### src/rtl/arb_req_queue_if.sv
// Bundles the client push side, arbiter req/gnt side and popped output stream
// of arb_req_queue; slave is the queue, master is whatever drives clients/arbiter.
interface arb_req_queue_if #(
  parameter int DATA_W = 8
);
  // push[i] is taken only while full[i] is low (a push into a full FIFO is
  // dropped and recorded in ovf); req/gnt follow the arbiter's registered
  // one-cycle grant pipeline; out_valid is a one-cycle strobe, no back-pressure.
  logic [3:0]          push;
  logic [4*DATA_W-1:0] push_data;
  logic [3:0]          full;
  logic                hold;
  logic [3:0]          req;
  logic [3:0]          gnt;
  logic                out_valid;
  logic [1:0]          out_id;
  logic [DATA_W-1:0]   out_data;
  logic [3:0]          starve;
  logic [3:0]          ovf;
  logic                err_multi;
  logic                err_spur;

  modport master (
    output push, push_data, hold, gnt,
    input  full, req, out_valid, out_id, out_data, starve, ovf, err_multi, err_spur
  );

  modport slave (
    input  push, push_data, hold, gnt,
    output full, req, out_valid, out_id, out_data, starve, ovf, err_multi, err_spur
  );
endinterface

### src/rtl/arb_req_queue.sv
// Four per-client FIFOs feeding a 4-way arbiter: req from occupancy, pop on one-hot gnt.
// Optional starvation counters enabled by defining ARB_REQ_QUEUE_STARVE_EN.
module arb_req_queue #(
  parameter int DATA_W   = 8,
  parameter int DEPTH    = 4,
  parameter int WAIT_MAX = 15
) (
  input  logic            clk,
  input  logic            rst_n,
  arb_req_queue_if.slave  bus
);
  localparam int AW = (DEPTH > 1) ? $clog2(DEPTH) : 1;
  localparam int CW = $clog2(DEPTH + 1);
  localparam logic [CW-1:0] CNT_FULL = CW'(DEPTH);
  localparam logic [CW-1:0] CNT_ONE  = CW'(1);

  if (DEPTH < 2 || (DEPTH & (DEPTH - 1)) != 0 || WAIT_MAX < 1 || WAIT_MAX > 255) begin : g_bad_param
    $error("arb_req_queue: DEPTH must be a power of 2 >= 2 and WAIT_MAX in 1..255");
  end

  logic [CW-1:0]     count  [4];
  logic [AW-1:0]     wr_ptr [4];
  logic [AW-1:0]     rd_ptr [4];
  logic [DATA_W-1:0] mem    [4][DEPTH];

  logic [3:0]        push_ok, pop, req_c, full_c;
  logic              gnt_one_hot, gnt_multi;
  logic [1:0]        gnt_idx;
  logic [DATA_W-1:0] head;

  logic              out_valid_q, err_multi_q, err_spur_q;
  logic [1:0]        out_id_q;
  logic [DATA_W-1:0] out_data_q;
  logic [3:0]        ovf_q;

  always_comb begin
    gnt_one_hot = (bus.gnt != 4'b0) && ((bus.gnt & (bus.gnt - 4'd1)) == 4'b0);
    gnt_multi   = (bus.gnt != 4'b0) && !gnt_one_hot;
    gnt_idx     = 2'd0;
    full_c      = '0;
    push_ok     = '0;
    pop         = '0;
    req_c       = '0;
    for (int i = 0; i < 4; i++) begin
      if (bus.gnt[i]) gnt_idx = 2'(i);
      full_c[i]  = (count[i] == CNT_FULL);
      push_ok[i] = bus.push[i] && !full_c[i];
      pop[i]     = gnt_one_hot && bus.gnt[i] && (count[i] != '0);
      // A last entry already being granted must not request again.
      req_c[i]   = !bus.hold && ((count[i] > CNT_ONE) || ((count[i] == CNT_ONE) && !bus.gnt[i]));
    end
    head = mem[gnt_idx][rd_ptr[gnt_idx]];
  end

  always_ff @(posedge clk or negedge rst_n) begin
    if (!rst_n) begin
      for (int i = 0; i < 4; i++) begin
        count[i]  <= '0;
        wr_ptr[i] <= '0;
        rd_ptr[i] <= '0;
      end
    end else begin
      for (int i = 0; i < 4; i++) begin
        if (push_ok[i]) wr_ptr[i] <= wr_ptr[i] + AW'(1);
        if (pop[i])     rd_ptr[i] <= rd_ptr[i] + AW'(1);
        case ({push_ok[i], pop[i]})
          2'b10:   count[i] <= count[i] + CNT_ONE;
          2'b01:   count[i] <= count[i] - CNT_ONE;
          default: count[i] <= count[i];
        endcase
      end
    end
  end

  // Storage needs no reset: occupancy lives entirely in count/pointers.
  always_ff @(posedge clk) begin
    for (int i = 0; i < 4; i++) begin
      if (push_ok[i]) mem[i][wr_ptr[i]] <= bus.push_data[i*DATA_W +: DATA_W];
    end
  end

  always_ff @(posedge clk or negedge rst_n) begin
    if (!rst_n) begin
      out_valid_q <= 1'b0;
      out_id_q    <= 2'd0;
      out_data_q  <= '0;
      err_multi_q <= 1'b0;
      err_spur_q  <= 1'b0;
      ovf_q       <= 4'b0;
    end else begin
      out_valid_q <= |pop;
      err_multi_q <= gnt_multi;
      err_spur_q  <= gnt_one_hot && (pop == 4'b0);
      ovf_q       <= ovf_q | (bus.push & full_c);
      if (|pop) begin
        out_id_q   <= gnt_idx;
        out_data_q <= head;
      end
    end
  end

`ifdef ARB_REQ_QUEUE_STARVE_EN
  localparam logic [7:0] WAIT_LIM = 8'(WAIT_MAX);
  logic [7:0] wait_cnt [4];
  logic [3:0] starve_q;

  // starve_q tracks the next counter value so it lines up with wait_cnt.
  always_ff @(posedge clk or negedge rst_n) begin
    if (!rst_n) begin
      for (int i = 0; i < 4; i++) wait_cnt[i] <= 8'd0;
      starve_q <= 4'b0;
    end else begin
      for (int i = 0; i < 4; i++) begin
        if (req_c[i] && !bus.gnt[i]) begin
          if (wait_cnt[i] != WAIT_LIM) wait_cnt[i] <= wait_cnt[i] + 8'd1;
          starve_q[i] <= (wait_cnt[i] >= WAIT_LIM - 8'd1);
        end else begin
          wait_cnt[i] <= 8'd0;
          starve_q[i] <= 1'b0;
        end
      end
    end
  end

  assign bus.starve = starve_q;
`else
  assign bus.starve = 4'b0000;
`endif

  assign bus.req       = req_c;
  assign bus.full      = full_c;
  assign bus.out_valid = out_valid_q;
  assign bus.out_id    = out_id_q;
  assign bus.out_data  = out_data_q;
  assign bus.ovf       = ovf_q;
  assign bus.err_multi = err_multi_q;
  assign bus.err_spur  = err_spur_q;
endmodule

### src/flat_wrapper.sv
// flat-port wrapper written by rule: the top's interface ports become plain ports
module arb_req_queue_flat 
#(
  parameter int DATA_W   = 8,
  parameter int DEPTH    = 4,
  parameter int WAIT_MAX = 15
)
  (clk, rst_n, bus_push, bus_push_data, bus_hold, bus_gnt, bus_full, bus_req, bus_out_valid, bus_out_id, bus_out_data, bus_starve, bus_ovf, bus_err_multi, bus_err_spur);
  arb_req_queue_if #(.DATA_W(DATA_W)) bus_i ();
  input  logic clk;
  input  logic rst_n;
  input wire logic [$bits(bus_i.push)-1:0] bus_push;
  input wire logic [$bits(bus_i.push_data)-1:0] bus_push_data;
  input wire logic [$bits(bus_i.hold)-1:0] bus_hold;
  input wire logic [$bits(bus_i.gnt)-1:0] bus_gnt;
  output wire logic [$bits(bus_i.full)-1:0] bus_full;
  output wire logic [$bits(bus_i.req)-1:0] bus_req;
  output wire logic [$bits(bus_i.out_valid)-1:0] bus_out_valid;
  output wire logic [$bits(bus_i.out_id)-1:0] bus_out_id;
  output wire logic [$bits(bus_i.out_data)-1:0] bus_out_data;
  output wire logic [$bits(bus_i.starve)-1:0] bus_starve;
  output wire logic [$bits(bus_i.ovf)-1:0] bus_ovf;
  output wire logic [$bits(bus_i.err_multi)-1:0] bus_err_multi;
  output wire logic [$bits(bus_i.err_spur)-1:0] bus_err_spur;
  assign bus_i.push = bus_push;
  assign bus_i.push_data = bus_push_data;
  assign bus_i.hold = bus_hold;
  assign bus_i.gnt = bus_gnt;
  assign bus_full = bus_i.full;
  assign bus_req = bus_i.req;
  assign bus_out_valid = bus_i.out_valid;
  assign bus_out_id = bus_i.out_id;
  assign bus_out_data = bus_i.out_data;
  assign bus_starve = bus_i.starve;
  assign bus_ovf = bus_i.ovf;
  assign bus_err_multi = bus_i.err_multi;
  assign bus_err_spur = bus_i.err_spur;
  arb_req_queue #(.DATA_W(DATA_W), .DEPTH(DEPTH), .WAIT_MAX(WAIT_MAX)) u_core (.clk(clk), .rst_n(rst_n), .bus(bus_i));
endmodule
### config.mk
export PLATFORM = sky130hd
export DESIGN_NAME = arb_req_queue_flat
export DESIGN_NICKNAME = d
export VERILOG_FILES = /design/src/rtl/arb_req_queue_if.sv /design/src/rtl/arb_req_queue.sv /design/src/flat_wrapper.sv
export SDC_FILE = /design/constraint.sdc
export NUM_CORES = 1
export LEC_CHECK = 0
export CORE_MARGIN = 2
export CORE_UTILIZATION = 62
export CTS_CLUSTER_SIZE = 16
export DETAILED_ROUTE_END_ITERATION = 16
export HOLD_SLACK_MARGIN = 0.05
export PLACE_DENSITY = 0.93
export SLEW_MARGIN = 20
export SYNTH_ARGS = -nofsm -noshare
export SYNTH_HDL_FRONTEND = slang
export SYNTH_SLANG_ARGS = --single-unit
### constraint.sdc
create_clock -name clk -period 6.6 [get_ports clk]
set_clock_uncertainty 0.2 [all_clocks]
set_input_delay 0.99 -clock clk [delete_from_list [all_inputs] [get_ports clk]]
set_output_delay 0.99 -clock clk [all_outputs]
set_load 0.02 [all_outputs]
Word level (Yosys, flattened, before mapping) --
Memories as Yosys holds them, arrays and structs flattened. Index checks and enable logic that the tools add are counted.
Storage, ports and cells: memories kept 1, input bits 43, logic and storage cells 157, ROM bits 0, flip-flop bits (word level) 45, bits in latches 0, output and inout bits 29, bits in writable memories 128
Memory list:
- u_core.mem | words 4, bits a word 32, read ports 1, clocked after memory_dff 0, wr ports 4, line arb_req_queue.sv:24 | logic [DATA_W-1:0] mem [4][DEPTH];
Cells by class: eq/ne operators 16, add/sub/neg operators 17, shifts and indexed selects 0, reductions and logical operators 53, order comparisons 14, bitwise operators 9, div/mod/pow operators 0, multiplexer cells 29, multiply operators 0
Operators with widths (count):
- $mux 32 | 4
- $demux 8 s2 | 4
- $mux 8 | 6
- $logic_and 1x1->1 | 27
- $pmux 3 s2 | 4
- $ge 3x3->1 const B | 6
- $not 2->3 | 6
- $add 2x1->2 const B | 8
- $bmux 8 s2 | 1
- $add 3x1->3 const B | 4
- $eq 3x1->1 const B | 4
- $eq 3x3->1 const B | 4
- $gt 3x1->1 const B | 4
- $lt 3x1->1 const B | 4
- $reduce_bool 3->1 | 4
- $sub 3x1->3 const B | 4
- $logic_not 1->1 | 10
- $and 4x4->4 | 2
- $eq 2x1->1 const B | 4
- $eq 2x2->1 const B | 4
- $logic_not 4->1 | 2
- $mux 2 | 4
- $reduce_bool 2->1 | 4
- $mux 1 | 5
- 6 further kinds | 9

Logic depth before layout (Yosys ltp) --
depth after elaboration 11, mapped depth 10, depth with buffers taken out 9

Worst setup path before layout --
No wires, ideal clock.
kind input -> output, from input port bus_gnt[3], to output port bus_req[3], required time 5410 ps, path buffers 2, arrival 1849 ps, cell stages on the path 5, slack 3561 ps, cells stage by stage buf_2 -> clkbuf_1 -> nand2_1 -> o31ai_1 -> a21oi_1
Between the ends: word-level cells in the longest chain between the ends 4
RTL lines:
- from (decl) | line flat_wrapper.sv:15 | input wire logic [$bits(bus_i.gnt)-1:0] bus_gnt;
- $logic_not 1->1 | line arb_req_queue.sv:50 | req_c[i] = !bus.hold && ((count[i] > CNT_ONE) || ((count[i] == CNT_ONE) && !bus.gnt[i]));
- $logic_and 1x1->1 | line arb_req_queue.sv:50
- $logic_or 1x1->1 | line arb_req_queue.sv:50
- $logic_and 1x1->1 | line arb_req_queue.sv:50
- to (decl) | line flat_wrapper.sv:17 | output wire logic [$bits(bus_i.req)-1:0] bus_req;
Every way passes these cells.

Worst setup path after layout --
from input port bus_gnt[2], to output port bus_req[2]
Same word-level chain as after synthesis.

==> results.md <==
* Status: complete, no violations
* Final Hold Slack at 0.256 ns
* Most used DFF post-synth: edfxtp_1
* FFs w/ async S/R, synth at 0.260
* Core area at 0.0120 mm2
* Iter 0 DRT Violations at 431
* Yosys reg bits at 173
* Req. time, crit path at 5.41 ns
* Clk sink count at 173
* Antenna violations before repair at 0
* Min Tclk post-route at 3.96 ns
* Share of layout cells above drive strength 1 at 0.143
* Hold EP: u_core.bus.ovf[1]
* WP data arrival at 2.77 ns
* Tcrit/Tclk final at 0.600
* Later-pin clock latency in the skew report at 0.43 ns
* Slew @ Worst Pin at 1.07 ns
* PwrDens at 402 mW/mm2
* Detailed-route via count at 4434
* Multi-input gate area at 0.00238 mm2
* Synthesized area per cell at 15.5 um2
* Reg2Reg Setup Slack at 3.76 ns
* GPL Wtd Cong at 0.792
* Mapped Area at 0.00759 mm2
* Fin worst setup slack at 2.64 ns
* Routed wire length at 16800 um
* Worst Hold Depth at 1
* Final Cell Area at 0.00887 mm2
* Cells after Synth at 489
* Pre-CTS setup slack at 2.56 ns
* CP Depth at 5
* Synth cell types at 38
* Ant diodes at 0
* Reg area at 0.00497 mm2
* Uppermost routed layer: met4
* Post-CTS Setup Bufs at 0
* Post-Layout Cell Count at 714
* Slowest cell on the critical path: clkdlybuf4s50_1
* Register area share after synthesis at 0.655
* Gr ovfl total at 0
* # resized after CTS at 0
* Vias in the first global route at 4586
* Routed Antenna Nets at 0
* Num ports at 72
* CP Buf/Inv Count at 2
* Die ar. at 0.0131 mm2
* Fillers at 718
* Port-buffer cells at 67
* Met3 wire length at 1170 um
* Number of core rows at 40
* Cell depth of the worst flop-to-flop path at 6
* Post-layout util at 0.742
* Worst R2R End: u_core.bus.out_data[1]
* Max-slew violations at 0
* Setup tns final at 0 ns
* Area grow syn2layout at 16.9%
* CTS Buf Count at 17
* Area after DPL at 0.00831 mm2
* Ys Warns at 0
* Placed Cells at 682
* CP cell instances: clkdlybuf4s50_1 -> nand2_1 -> o31ai_1 -> a21oi_1 -> clkdlybuf4s50_1
* # setup viols final at 0
* Total track usage at 0.271
* Die Span Y at 115 um
* Clock buffer depth at 2
* Worst hold path type: flop to flop
* FMAX at 253 MHz
* Leak pwr at 3.31 nW
* EDFF count, synth at 128
* Clock slew at reported path FFs at 0.07 ns
* Wl on met1 at 6060 um
* Max Cap Violations at 0
* Pin count of the biggest net entering global routing at 46
* Crit path capture type: output port
* Met2 Wirelength at 8990 um
* Cts hold-fix bufs at 0
* TritonRoute pass-1 iters at 5
* Die Width at 115 um
* CTS tree: built
* CP max stage delay at 0.75 ns
* Worst r2r src: u_core.count[9]
* CP dominant cell by count: clkdlybuf4s50_1
* WS Path Type: primary input to output port
* Rel. slew slack at 0.283
* Hpwl dp at 11000 um
* RSZ-0062 raised after global routing: false
* Total chip power at 3.57 mW
* Hold Vio Cnt, Final at 0
* Most common cell after layout, fill and taps aside: edfxtp_1
* Net count, final at 633
* Global-route wire length before repair at 25300 um
* Startpoint class of the critical path: primary input
* Root Buffer: clkbuf_16
* Hold path start: u_core.bus.ovf[1]
* Vias/cell at 6.21
* Htree depth at 4
* Most frequent cells in the layout: 128 x edfxtp_1, 65 x clkdlybuf4s50_1, 45 x dfrtp_1
* Residual DRC at 0
* Wire per inst at 23.5 um
* CP max FO at 14
* Delay-heaviest family, CP: buffers and inverters
* Initial Utilization at 0.635
* Worst vdd ir at 0.000272 V
flip-flops by register name (all words and copies together), names as in the netlist:
signal and count:
u_core.mem 128, u_core.count 12, u_core.bus.out_data 8, u_core.rd_ptr 8, u_core.wr_ptr 8, u_core.bus.ovf 4, u_core.bus.out_id 2, u_core.bus.err_multi 1
u_core.bus.err_spur 1, u_core.bus.out_valid 1
layout make-up:
cell class              instances  area share
inverters                      26      0.0110
well taps                     147      0.0207
multi-input cells             267       0.268
clock buffers                  19      0.0488
repair buffers                 69      0.0764
clock inverters                13      0.0147
flip-flops and latches        173       0.560
how the worst max path moves through the flow:
stage | startpoint | slack, ns | endpoint
after global placement | bus_gnt[3] | 2.72 | u_core.bus.out_data[4]
after CTS | bus_gnt[2] | 2.64 | bus_req[2]
final | bus_gnt[2] | 2.64 | bus_req[2]
after detailed placement | bus_gnt[3] | 2.56 | u_core.bus.out_data[2]
after floorplan | bus_gnt[3] | 3.56 | bus_req[3]
after global routing | bus_gnt[2] | 2.55 | bus_req[2]
synthesized netlist by cell type (5+ instances only):
| cell type | instances | area share |
|---|---|---|
| nor2_1 | 7 | 0.0035 |
| clkbuf_1 | 12 | 0.0059 |
| a222oi_1 | 24 | 0.032 |
| o21ai_0 | 8 | 0.0053 |
| nand2_1 | 19 | 0.0094 |
| nor2b_1 | 5 | 0.0041 |
| mux2_2 | 39 | 0.058 |
| buf_4 | 7 | 0.0069 |
| mux2_1 | 10 | 0.015 |
| nand2b_1 | 12 | 0.0099 |
| inv_1 | 26 | 0.013 |
| a21o_1 | 5 | 0.0049 |
| a21oi_1 | 6 | 0.0040 |
| and2_1 | 20 | 0.016 |
| xnor2_1 | 20 | 0.023 |
| ha_1 | 36 | 0.059 |
| o221ai_1 | 8 | 0.0092 |
| edfxtp_1 | 128 | 0.51 |
| dfrtp_1 | 45 | 0.15 |
| mux2i_1 | 22 | 0.029 |
logic make-up (layout without fill, tap and decap cells):
| logic type | after synthesis | in the layout | share of synthesized area |
|---|---|---|---|
| flops | 173 | 173 | 0.655 |
| mux | 72 | 72 | 0.104 |
| simple gates | 67 | 67 | 0.0470 |
| compound gates | 63 | 63 | 0.0725 |
| buf+inv | 52 | 127 | 0.0333 |
| fa+ha+maj | 37 | 37 | 0.0607 |
| xor+xnor | 24 | 24 | 0.0277 |
| other cells | 1 | 4 | 0.000494 |
layer usage:
metal / vias up / GRT usage
li1: 1958 / -
met1: 2209 / 0.306
met2: 222 / 0.484
met3: 45 / 0.0693
met4: 0 / 0.124
met5: - / 0
where the power goes:
group	internal [mW]	switching, mW	total, mW
registers	1.47	0.148	1.61
logic	0.430	0.574	1.00
clock network	0.528	0.426	0.954
(Power assumes the default switching activity.)
